### config.mk
export PLATFORM = sky130hd
export DESIGN_NAME = cook_timer_ctrl
export DESIGN_NICKNAME = d
export VERILOG_FILES = /design/src/rtl/cook_timer_ctrl.sv
export SDC_FILE = /design/constraint.sdc
export NUM_CORES = 1
export LEC_CHECK = 0
export CORE_UTILIZATION = 30
export CTS_BUF_LIST = sky130_fd_sc_hd__clkbuf_16
export CTS_CLUSTER_SIZE = 8
export DETAILED_ROUTE_END_ITERATION = 10
export HOLD_SLACK_MARGIN = 0.08
export PLACE_DENSITY = 0.6
export RECOVER_POWER = 100
export SETUP_SLACK_MARGIN = 0.3
export SLEW_MARGIN = 10
export SYNTH_ARGS = -nofsm -noshare
export SYNTH_HDL_FRONTEND = slang
export SYNTH_SLANG_ARGS = --single-unit
### constraint.sdc
create_clock -name clock -period 4.2 [get_ports clock]
set_input_delay 0.84 -clock clock [delete_from_list [all_inputs] [get_ports clock]]
set_output_delay 0.84 -clock clock [all_outputs]
set_load 0.03 [all_outputs]
### src/rtl/cook_timer_ctrl.sv
// ---------------------------------------------------------------------------
// cook_timer_ctrl
//
// Control FSM for a countdown cook timer. It sequences an external BCD
// down-counter chain (load / clear / count-enable strobes), drives the
// heater, and divides the clock down to a one-second count step.
//
// Parameters
//   TICKS_PER_SEC  clock cycles per one-second countdown step (2..2^16)
//
// Ports
//   clock        in   single clock, all state changes on its rising edge
//   clearn       in   asynchronous active-low reset
//   start        in   start / resume request
//   stop         in   pause / cancel request
//   load         in   keypad load request
//   door_closed  in   1 = door closed
//   timer_zero   in   1 = every digit of the counter chain reads 0
//   cnt_loadn    out  load strobe to the counter chain, active-low
//   cnt_clearn   out  clear strobe to the counter chain, active-low
//   cnt_en       out  count enable to the least-significant digit
//   mag_on       out  heater / magnetron drive
//   done         out  one-cycle pulse when the countdown completes
//   state        out  00 IDLE, 01 COOK, 10 PAUSE
//
// Every output is a flop: the next value of each output is computed in the
// same clocked block as the next state, so no input reaches an output
// without passing through a register.
// ---------------------------------------------------------------------------
module cook_timer_ctrl #(
   parameter int TICKS_PER_SEC = 100
) (
   input  logic       clock,
   input  logic       clearn,
   input  logic       start,
   input  logic       stop,
   input  logic       load,
   input  logic       door_closed,
   input  logic       timer_zero,
   output logic       cnt_loadn,
   output logic       cnt_clearn,
   output logic       cnt_en,
   output logic       mag_on,
   output logic       done,
   output logic [1:0] state
);

   // Prescaler just wide enough to hold TICKS_PER_SEC-1.
   localparam int PW = (TICKS_PER_SEC > 1) ? $clog2(TICKS_PER_SEC) : 1;
   localparam logic [PW-1:0] PRESC_MAX = PW'(TICKS_PER_SEC - 1);

   typedef enum logic [1:0] {
      IDLE  = 2'b00,
      COOK  = 2'b01,
      PAUSE = 2'b10,
      BAD   = 2'b11
   } state_t;

   state_t        cur;
   logic [PW-1:0] presc;

   assign state = cur;

   // Priority inside every state: an open door vetoes start / keeps cooking
   // off, then stop, then load, then start. Requests that have no meaning in
   // the current state fall through untouched.
   always_ff @(posedge clock or negedge clearn) begin
      if (!clearn) begin
         cur        <= IDLE;
         presc      <= '0;
         cnt_loadn  <= 1'b1;
         cnt_clearn <= 1'b1;
         cnt_en     <= 1'b0;
         mag_on     <= 1'b0;
         done       <= 1'b0;
      end else begin
         // NOTE: non-blocking assignments throughout; the defaults below are
         // overridden later in the same block, and every reader sees only the
         // values from before this edge.
         cnt_loadn  <= 1'b1;
         cnt_clearn <= 1'b1;
         cnt_en     <= 1'b0;
         mag_on     <= 1'b0;
         done       <= 1'b0;

         case (cur)
            IDLE: begin
               if (stop) begin
                  cnt_clearn <= 1'b0;
               end else if (load) begin
                  // load wins over a simultaneous start
                  cnt_loadn <= 1'b0;
               end else if (start && door_closed && !timer_zero) begin
                  cur    <= COOK;
                  presc  <= '0;
                  mag_on <= 1'b1;
               end
            end

            COOK: begin
               if (!door_closed || stop) begin
                  // Freeze the prescaler so a resume finishes the partial
                  // second instead of restarting it; cnt_en stays low.
                  cur <= PAUSE;
               end else if (timer_zero) begin
                  // cnt_en is held low here so the chain never wraps past 0.
                  cur   <= IDLE;
                  presc <= '0;
                  done  <= 1'b1;
               end else begin
                  mag_on <= 1'b1;
                  if (presc == PRESC_MAX) begin
                     presc  <= '0;
                     cnt_en <= 1'b1;
                  end else begin
                     presc <= presc + PW'(1);
                  end
               end
            end

            PAUSE: begin
               if (stop) begin
                  cur        <= IDLE;
                  cnt_clearn <= 1'b0;
               end else if (start && door_closed) begin
                  cur    <= COOK;
                  mag_on <= 1'b1;
               end
            end

            default: begin
               // Unused encoding: fall back to IDLE with all strobes idle.
               cur <= IDLE;
            end
         endcase
      end
   end

endmodule
## Yosys cells after proc, flatten, opt, wreduce, memory -nomap -nowiden

Index checks and enable logic that the tools add are counted.
W data, S select, Z words.

- Eq/ne operators: 9
- Muxes and demuxes: 35
- Add/sub/neg operators: 1
- Shift operators: 0
- Reduce and logical (&&, ||, !) cells: 10
- Divide/modulo/power cells: 0
- $lt $le $gt $ge: 0
- Bitwise operators: 0
- Multipliers: 0

Operators by type and width:

| operator | number |
|---|---|
| $mux W7 | 6 |
| $mux W1 | 19 |
| $mux W2 | 7 |
| $pmux W7 S2 | 1 |
| $reduce_and A5 Y1 | 2 |
| $ne A2 B2 Y1 const B | 4 |
| $add A7 B1 Y7 const B | 1 |
| $eq A7 B7 Y1 const B | 1 |
| $ne A3 B3 Y1 const B | 2 |
| $pmux W2 S3 | 1 |
| $pmux W1 S3 | 1 |
| $eq A2 B1 Y1 const B | 1 |
| $eq A2 B2 Y1 const B | 1 |
| $logic_and A1 B1 Y1 | 2 |
| $logic_not A1 Y1 | 2 |
| $logic_not A2 Y1 | 1 |
| $reduce_bool A2 Y1 | 1 |
| $reduce_or A2 Y1 | 1 |
| $logic_or A1 B1 Y1 | 1 |

- Latch bits: 0
- Input port bits: 7
- Bits in registers: 14
- Logic and storage cells: 62
- Memory bits (writable): 0
- Output and inout port bits: 7
- Memories kept: 0
- ROM bits: 0

## Longest topological paths before layout

Gate-level depths: netlist of run 1.

- Depth in word-level cells: 6
- Mapped depth: 5
- Depth with buffers taken out: 5

## Worst setup path before layout of run 1

OpenSTA, ideal clock, no wires.

- Path kind: input -> register
- Start: input timer_zero
- End: register presc[5]
- Required time: 4.118 ns
- Arrival time: 1.910 ns
- Library setup time: 0.082 ns
- Stages: 5
- Slack: 2.208 ns
- Buffers on the path: 1
- Cells stage by stage: or3b_1 buf_2 a211oi_4 a41oi_1 a31oi_1

- Word-level cells in the longest chain between the ends: 4
- Elaborated cells between the ends (all ways): 7
- Those cells by class: 1 x eq/ne; 3 x mux; 3 x reduce/logical

Ends and longest elaborated chain:

| item | RTL line | source |
|---|---|---|
| from (decl) | 39 | `input logic timer_zero,` |
| $logic_not A1 Y1 | 93 | `end else if (start && door_closed && !timer_zero) begin` |
| $logic_and A1 B1 Y1 | 93 |  |
| $ne A2 B2 Y1 (no source line) | -- |  |
| $reduce_and A5 Y1 (no source line) | -- |  |
| to (signal assigned) | 116 | `presc <= presc + PW'(1);` |
| to (decl) | 60 | `logic [PW-1:0] presc;` |

Several ways; a longest one is shown, not always the timed one. The select of a mux whose other input is x is not followed.
A chain may end at the register's enable or synchronous reset.

## Final worst setup path of run 1

Ends and elaborated chain as after synthesis.

==> metrics.txt, run 1 <==
status=complete, no violations; Hold Path Depth=1; Synth Warn #=0; Leakage=0.403 nW; Clock Skew=0.00187 ns; worst-path cell chain=dlygate4sd3_1 -> or3b_1 -> a211oi_1 -> a41oi_1 -> a31oi_1; cell taking the most area after synthesis=dfrtp_1; internal reg-to-reg setup slack=1.94 ns; Hold-fix buffers, CTS=0; final core utilization=0.440; layout cells sized above 1=0.117; n_diodes=0; I/O Buffers=13; Slew HR=0.293; critical path type=primary input to register; DRT Pass-1 Iters=4; Total Power=344 uW; critical path required time=4.36 ns; fmax=336 MHz; placed insts=100; Sw Share=0.194; sequential power share=0.413; DRC errors left=0; Worst setup startpoint=timer_zero; Post-Syn Area per Cell=10.9 um^2; #FFs+latches synth=14; vias post-DR=517; CTS sink cnt=14; largest net degree at the start of global routing=15; Mapped Nets=69; Routed WL per cell=12.3 um; Worst-Margin Slew=1.05 ns; CTS max path bufs=2; Logic pwr share=0.073; final setup fails=0; first-pass GRT wire length=2.19 mm; NetSw=66.8 uW; Total Routing Usage GR=0.122; Max Cap Viol=0; Critical Path End Type=register; P_int=277 uW; GR Layer Usage met2=0.192; Die Ht=49.1 um; Synth Cell Area=664 um^2; RR Endpoint=presc[5]; worst flop-to-flop path startpoint=presc[0]; Buf+Inv Stages, Crit Path=1; Power Dens Cells=386 nW/um^2; Synth Flop Type=dfrtp_1; DRT Wirelength=1.28 mm; antenna violations before repair=0; later-pin clock latency in the skew report=0.24 ns; CP Launch Type=primary input; Starting Density=0.329; drt initial violations=5; die area=2410 um^2; class of the worst hold path=register to register; min cycle time layout=2.97 ns; Post-CTS Setup Repair Bufs=0; critical path's slowest cell=a211oi_1; gr ovfl total=0; met3 Usage GRT=0.0280; area grow syn2layout=33.9%; Yosys cell types=29; post-DP HPWL=906 um; Core Footprint=2020 um^2; vias in the first global route=511; peak per-stage delay on the critical path=0.86 ns; HP Start=presc[5]; Top Family by Delay on Critical Path=compound AO/OA/AOI/OAI gates; EDFF count, synth=0; fin nets=86; Slew Limit Fails=0; clock network power share=0.514; CTS clk-pin slew, worst paths=0.04 ns; Final Hold Viols=0; Reg2Reg Depth=5; area share of the largest cell type after synthesis=0.452; most used routing layer=met2; root buffer cell=clkbuf_16; Post-Syn Instances=61; die width=49.1 um; setup_tns=0 ns; CTS buffer count=3; Seq/Total Area, Yosys=0.531; Max IR drop VDD=0.000148 V; most frequent cells in the layout=12 x dfrtp_1, 10 x dlygate4sd3_1, 6 x o21ai_0, 4 x nand2_1; post_cts resized=0; RSZ-0062 raised after global routing=false; critical path arrival=3.13 ns; CTS tree=yes; DR vias/cell=4.97; Max Fanout on Critical Path=10; row cnt=16; antenna-violating nets left=0; H-tree level count=1; Worst Hold Endpoint=presc[5]; GPL Wtd Cong=0.711; fraction of registers with async set/reset=1.00; met1 Usage GRT=0.150; crit share post-route=0.708; Synth area leaders=dfrtp_1 45%, dfstp_2 7.9%, o21ai_0 3.8%; # IOs=14; commonest non-fill, non-tap cell in the layout=dfrtp_1; final non-filler cell total=104
cell usage after synthesis, types with 2 or more instances:
library cell	number
a22o_1	2
nand3_1	2
nor3b_1	2
nor2_1	3
dfrtp_1	12
dfstp_2	2
o21ai_0	5
inv_1	2
and3_1	3
nand2b_1	3
a31oi_1	2
nand2_1	4
a21oi_1	3
state kept, by name, summed over array words and instances, names as in the netlist:
| signal | count |
|---|---|
| cnt_en | 1 |
| presc | 7 |
| mag_on | 1 |
| done | 1 |
| cnt_loadn | 1 |
| state | 2 |
| cnt_clearn | 1 |
worst max-delay path by stage:
stage / cells past startpoint / end
finish: 5 / presc[5]
global route: 5 / presc[5]
CTS: 5 / presc[5]
detailed placement: 5 / presc[5]
global placement: 5 / presc[5]
floorplan: 5 / presc[5]
cell type report:
| class | count | area, um^2 |
|---|---|---|
| clock buffers | 3 | 75.1 |
| clock inverters | 1 | 3.75 |
| fillers | 198 | 1130 |
| inverters | 2 | 7.51 |
| multi-input cells | 44 | 287 |
| flip-flops and latches | 14 | 353 |
| well taps | 27 | 33.8 |
| repair buffers | 13 | 130 |
routing by layer:
| metal | part of all wire | vias to the layer above |
|---|---|---|
| li1 | - | 263 |
| met5 | 0 | - |
| met2 | 0.51 | 9 |
| met4 | 0 | 0 |
| met1 | 0.47 | 245 |
| met3 | 0.023 | 0 |
metrics by stage:
stage	instance area [um^2]	setup WS, ns	hold slack, ns
after detailed placement	823	1.62	0.500
after floorplan	664	2.21	0.457
after global placement	823	1.65	0.496
after CTS	902	1.86	0.504
final	890	1.23	0.515
after global routing	890	0.967	0.550
cells by family (layout without fill, tap and decap cells):
logic type,Yosys count,count (layout),synth area share
AO/OA/AOI/OAI,19,19,0.205
adder cells (fa/ha/maj),1,1,0.0188
buffers and inverters,3,19,0.0188
flip-flops,14,14,0.531
multiplexers,1,1,0.0169
AND/OR/NAND/NOR,23,23,0.209
power by group through the flow:
stage / clock network [mW] / registers, mW / logic [mW]
detailed placement: 0 / 0.144 / 0.0273
global route: 0.187 / 0.142 / 0.0275
global placement: 0 / 0.144 / 0.0270
floorplan: 0 / 0.148 / 0.00799
finish: 0.177 / 0.142 / 0.0252
CTS: 0.179 / 0.142 / 0.0274
(Power assumes the default switching activity.)
==> run 2, diff against run 1 <==
- clock period: 4.2 -> 2.95 ns (I/O delays scaled with it)
==> metrics.txt, run 2 (synthesis results as in run 1) <==
post_cts resized=0 (unchanged); final core utilization=0.446 (+0.00619); vias post-DR=508 (-1.7%); NetSw=99.5 uW (+49%); die width=49.1 um (unchanged); GPL Wtd Cong=0.712 (about the same); post-DP HPWL=900 um (-0.62%); min cycle time layout=2.23 ns; # IOs=14 (unchanged); critical path type=primary input to register; Slew Limit Fails=0 (unchanged); I/O Buffers=13 (unchanged); row cnt=16 (unchanged); Worst-Margin Slew=0.673 ns (-0.382 ns); largest register by flop count=presc; antenna-violating nets left=0 (unchanged); Sw Share=0.201 (+0.00692); Slew HR=0.547 (+0.254); worst flop-to-flop path startpoint=presc[0]; Max IR drop VDD=0.000234 V (+59%); max reg flops=7 (unchanged); largest net degree at the start of global routing=15 (unchanged); CTS max path bufs=2 (unchanged); crit share post-route=0.758; Clock Skew=0.00117 ns (-0.000703 ns); P_int=395 uW (+43%); Critical Path End Type=register; n_diodes=0 (unchanged); Hold-fix buffers, CTS=0 (unchanged); CTS sink cnt=14 (unchanged); final setup fails=0 (unchanged); Leakage=0.404 nW (+0.31%); fin nets=86 (unchanged); later-pin clock latency in the skew report=0.24 ns (about the same); Worst setup startpoint=timer_zero; CTS buffer count=3 (unchanged); HP Start=presc[2]; critical path arrival=2.40 ns (-0.73 ns); setup_tns=0 ns (unchanged); CTS clk-pin slew, worst paths=0.05 ns (about the same); CP Launch Type=primary input; Total Routing Usage GR=0.126 (+0.00455); Post-CTS Setup Repair Bufs=0 (unchanged); root buffer cell=clkbuf_16; clock network power share=0.517 (+0.003); area grow syn2layout=35.8%; drt initial violations=6 (+1); Power Dens Cells=548 nW/um^2 (+42%); layout cells sized above 1=0.130 (+0.0130); vias in the first global route=524 (+2.5%); CTS tree=yes; die area=2410 um^2 (unchanged); Core Footprint=2020 um^2 (unchanged); sequential power share=0.409 (-0.004); most frequent cells in the layout=12 x dfrtp_1, 10 x dlygate4sd3_1, 6 x o21ai_0, 4 x nand2_1; DRT Pass-1 Iters=2 (-2); gr ovfl total=0 (unchanged); RSZ-0062 raised after global routing=false; DR vias/cell=4.88 (-1.7%); Starting Density=0.329 (unchanged); class of the worst hold path=register to register; Routed WL per cell=12.3 um (+0.23%); Die Ht=49.1 um (unchanged); antenna violations before repair=0 (unchanged); H-tree level count=1 (unchanged); first-pass GRT wire length=2.26 mm (+3.5%); DRT Wirelength=1.28 mm (+0.23%); status=complete, no violations; Max Fanout on Critical Path=10 (unchanged); fmax=447 MHz; Logic pwr share=0.074 (about the same); commonest non-fill, non-tap cell in the layout=dfrtp_1; critical path required time=3.11 ns (-1.25 ns); Max Cap Viol=0 (unchanged); DRC errors left=0 (unchanged); Final Hold Viols=0 (unchanged)
run 2: cell counts in the layout (fill, tap and decap cells not counted):
Identical to the previous run, type by type.
run 2: stage by stage:
| stage | cell area, um^2 | std cells | setup slack (ns) | power (mW) | hold slack [ns] |
|---|---|---|---|---|---|
| floorplan | 664 | 61 | 1.20 | 0.222 | 0.294 |
| global placement | 823 | 100 | 0.652 | 0.243 | 0.496 |
| detailed placement | 823 | 100 | 0.600 | 0.244 | 0.499 |
| CTS | 902 | 104 | 0.840 | 0.499 | 0.502 |
| global route | 902 | 104 | 0.601 | 0.517 | 0.550 |
| finish | 902 | 104 | 0.715 | 0.494 | 0.524 |
run 2: path summary, 6_finish.rpt:
check | slack [ns] | cells past startpoint | to
max reg2reg | 1.18 | 5 | presc[5]
max in group asynchronous | 1.74 | 1 | cnt_en
min in group asynchronous | 0.81 | 1 | presc[1]
max | 0.72 | 5 | presc[5]
min | 0.52 | 1 | presc[2]
min reg2reg | 0.52 | 1 | presc[2]
run 2: worst max-delay path: stages:
cell and delay (ns):
dlygate4sd3_1 0.58, or3b_1 0.48, a211oi_4 0.41, a41oi_1 0.18, a31oi_1 0.16
run 2: per-layer routing:
layer	vias up	part of all wire	GRT usage
met1	239	0.46	0.140
met5	-	0	0
met4	0	0.011	0.0588
met2	8	0.51	0.212
li1	259	-	-
met3	2	0.023	0.0467
run 2: area by class of cell:
cell class / count / area, um^2
inverters: 2 / 7.51
flip-flops and latches: 14 / 353
clock inverters: 1 / 3.75
multi-input cells: 44 / 299
fillers: 192 / 1120
well taps: 27 / 33.8
repair buffers: 13 / 130
clock buffers: 3 / 75.1
run 2: power by group through the flow:
stage / sequential [mW] / combinational [mW] / clock (mW)
floorplan: 0.211 / 0.0114 / 0
global placement: 0.205 / 0.0384 / 0
detailed placement: 0.205 / 0.0389 / 0
CTS: 0.202 / 0.0395 / 0.257
global route: 0.203 / 0.0401 / 0.274
finish: 0.202 / 0.0367 / 0.255
==> run 3, diff against run 2 <==
- clock period: 2.95 -> 2.3 ns (I/O delays scaled with it)
==> metrics.txt, run 3 (synthesis results as in run 1) <==
fmax=501 MHz; Total Routing Usage GR=0.122 (-0.00471); DP Area=831 um^2 (+0.91%); worst-path cell chain=dlygate4sd3_1 -> or3b_1 -> a211oi_4 -> clkbuf_1 -> nand2b_1 -> a31oi_1; status=complete, no violations; drt initial violations=9 (+3); max reg flops=7 (unchanged); Clock Skew=0.00381 ns (+0.00264 ns); DRT Pass-1 Iters=4 (+2); setup_tns=0 ns (unchanged); critical path arrival=2.15 ns (-0.25 ns); vias post-DR=537 (+5.7%); most frequent cells in the layout=12 x dfrtp_1, 10 x dlygate4sd3_1, 5 x o21ai_0, 4 x nand2_1; Starting Density=0.329 (unchanged); Leakage=0.422 nW (+4.3%); die area=2410 um^2 (unchanged); GPL Wtd Cong=0.744 (+4.6%); Critical Path End Type=register; # IOs=14 (unchanged); hold slack=0.510 ns (-0.0145 ns); setup ws final=0.305 ns (-0.411 ns); CTS max path bufs=2 (unchanged); post-layout instance area=925 um^2 (+2.5%); Max IR drop VDD=0.000307 V (+31%); DRT Wirelength=1.23 mm (-4.0%); Core Footprint=2020 um^2 (unchanged); Slew Limit Fails=0 (unchanged); Levels on crit path=6 (+1); Top Family by Delay on Critical Path=buffers and inverters; CTS clk-pin slew, worst paths=0.05 ns (about the same); class of the worst hold path=register to register; CTS sink cnt=14 (unchanged); Hold-fix buffers, CTS=0 (unchanged); Total Power=629 uW (+27%); Worst-Margin Slew=0.650 ns (-0.0226 ns); largest net degree at the start of global routing=15 (unchanged); Max Fanout on Critical Path=4 (-6); DRC errors left=0 (unchanged); antenna violations before repair=0 (unchanged); first-pass GRT wire length=2.17 mm (-4.3%); Slew HR=0.562 (+0.0152); Final Hold Viols=0 (unchanged); CTS buffer count=3 (unchanged); Buf+Inv Stages, Crit Path=2 (+1); gr ovfl total=0 (unchanged); commonest non-fill, non-tap cell in the layout=dfrtp_1; DR vias/cell=4.97 (+1.8%); CTS tree=yes; RSZ-0062 raised after global routing=false; min cycle time layout=2.00 ns; final setup fails=0 (unchanged); layout cells sized above 1=0.148 (+0.0183); I/O Buffers=13 (unchanged); critical path required time=2.46 ns (-0.65 ns); Max Cap Viol=0 (unchanged); post-DP HPWL=854 um (-5.1%); CP Launch Type=primary input; n_diodes=0 (unchanged); row cnt=16 (unchanged); Hold Path Depth=1 (unchanged); crit share post-route=0.868; Reg2Reg Depth=6 (+1); final non-filler cell total=108 (+3.8%); critical path type=primary input to register; peak per-stage delay on the critical path=0.58 ns (about the same); Routed WL per cell=11.4 um (-7.5%); Power Dens Cells=680 nW/um^2 (+24%); area grow syn2layout=39.2%; root buffer cell=clkbuf_16; largest register by flop count=presc; fin nets=90 (+4.7%); vias in the first global route=512 (-2.3%); worst slack, placed=0.159 ns (-0.441 ns); antenna-violating nets left=0 (unchanged); later-pin clock latency in the skew report=0.24 ns (about the same); placed insts=101 (+1.0%); final core utilization=0.457 (+0.0111); Die Ht=49.1 um (unchanged); die width=49.1 um (unchanged); critical path's slowest cell=dlygate4sd3_1; H-tree level count=1 (unchanged)
## run 3: metal layers
layer	GRT usage	wire (um)
met5	0	0
met4	0.0735	21
met3	0.0467	41
met2	0.192	608
met1	0.138	557
## run 3: final timing paths
kind / from / end / slack (ns)
setup / recovery: timer_zero / presc[3] / 0.30
hold / removal: presc[2] / presc[2] / 0.51
setup reg to reg: presc[0] / presc[3] / 0.61
hold reg to reg: presc[2] / presc[2] / 0.51
max in group asynchronous: clearn / cnt_en / 1.23
min in group asynchronous: clearn / presc[2] / 0.67
## run 3: power by group
part           switching, mW  total, mW  internal, mW
clock                 0.0934      0.322         0.229
sequential           0.00441      0.259         0.255
combinational         0.0250     0.0469        0.0220
total                  0.123      0.629         0.506
## run 3: worst register-to-register path: stages, from the launching register on
cell and delay [ns]:
dfrtp_1 0.40, ha_1 0.24, and4bb_2 0.27, a211oi_4 0.24, clkbuf_1 0.21, nand2b_1 0.08
a31oi_1 0.17
## run 3: layout make-up
| class | count | area (um^2) |
|---|---|---|
| clock buffer | 3 | 75.1 |
| clock inverter | 1 | 3.75 |
| fill | 186 | 1100 |
| inverter | 2 | 7.51 |
| multi-input combinational | 44 | 299 |
| sequential | 14 | 353 |
| tap | 27 | 33.8 |
| timing repair buffer | 17 | 153 |
## run 3: what timing repair did
item                                   in CTS  in global routing
setup buffers                               0                  3
gates resized for setup                     0                  0
setup endpoints to repair                   0                  1
endpoints found under the hold margin       0                  0
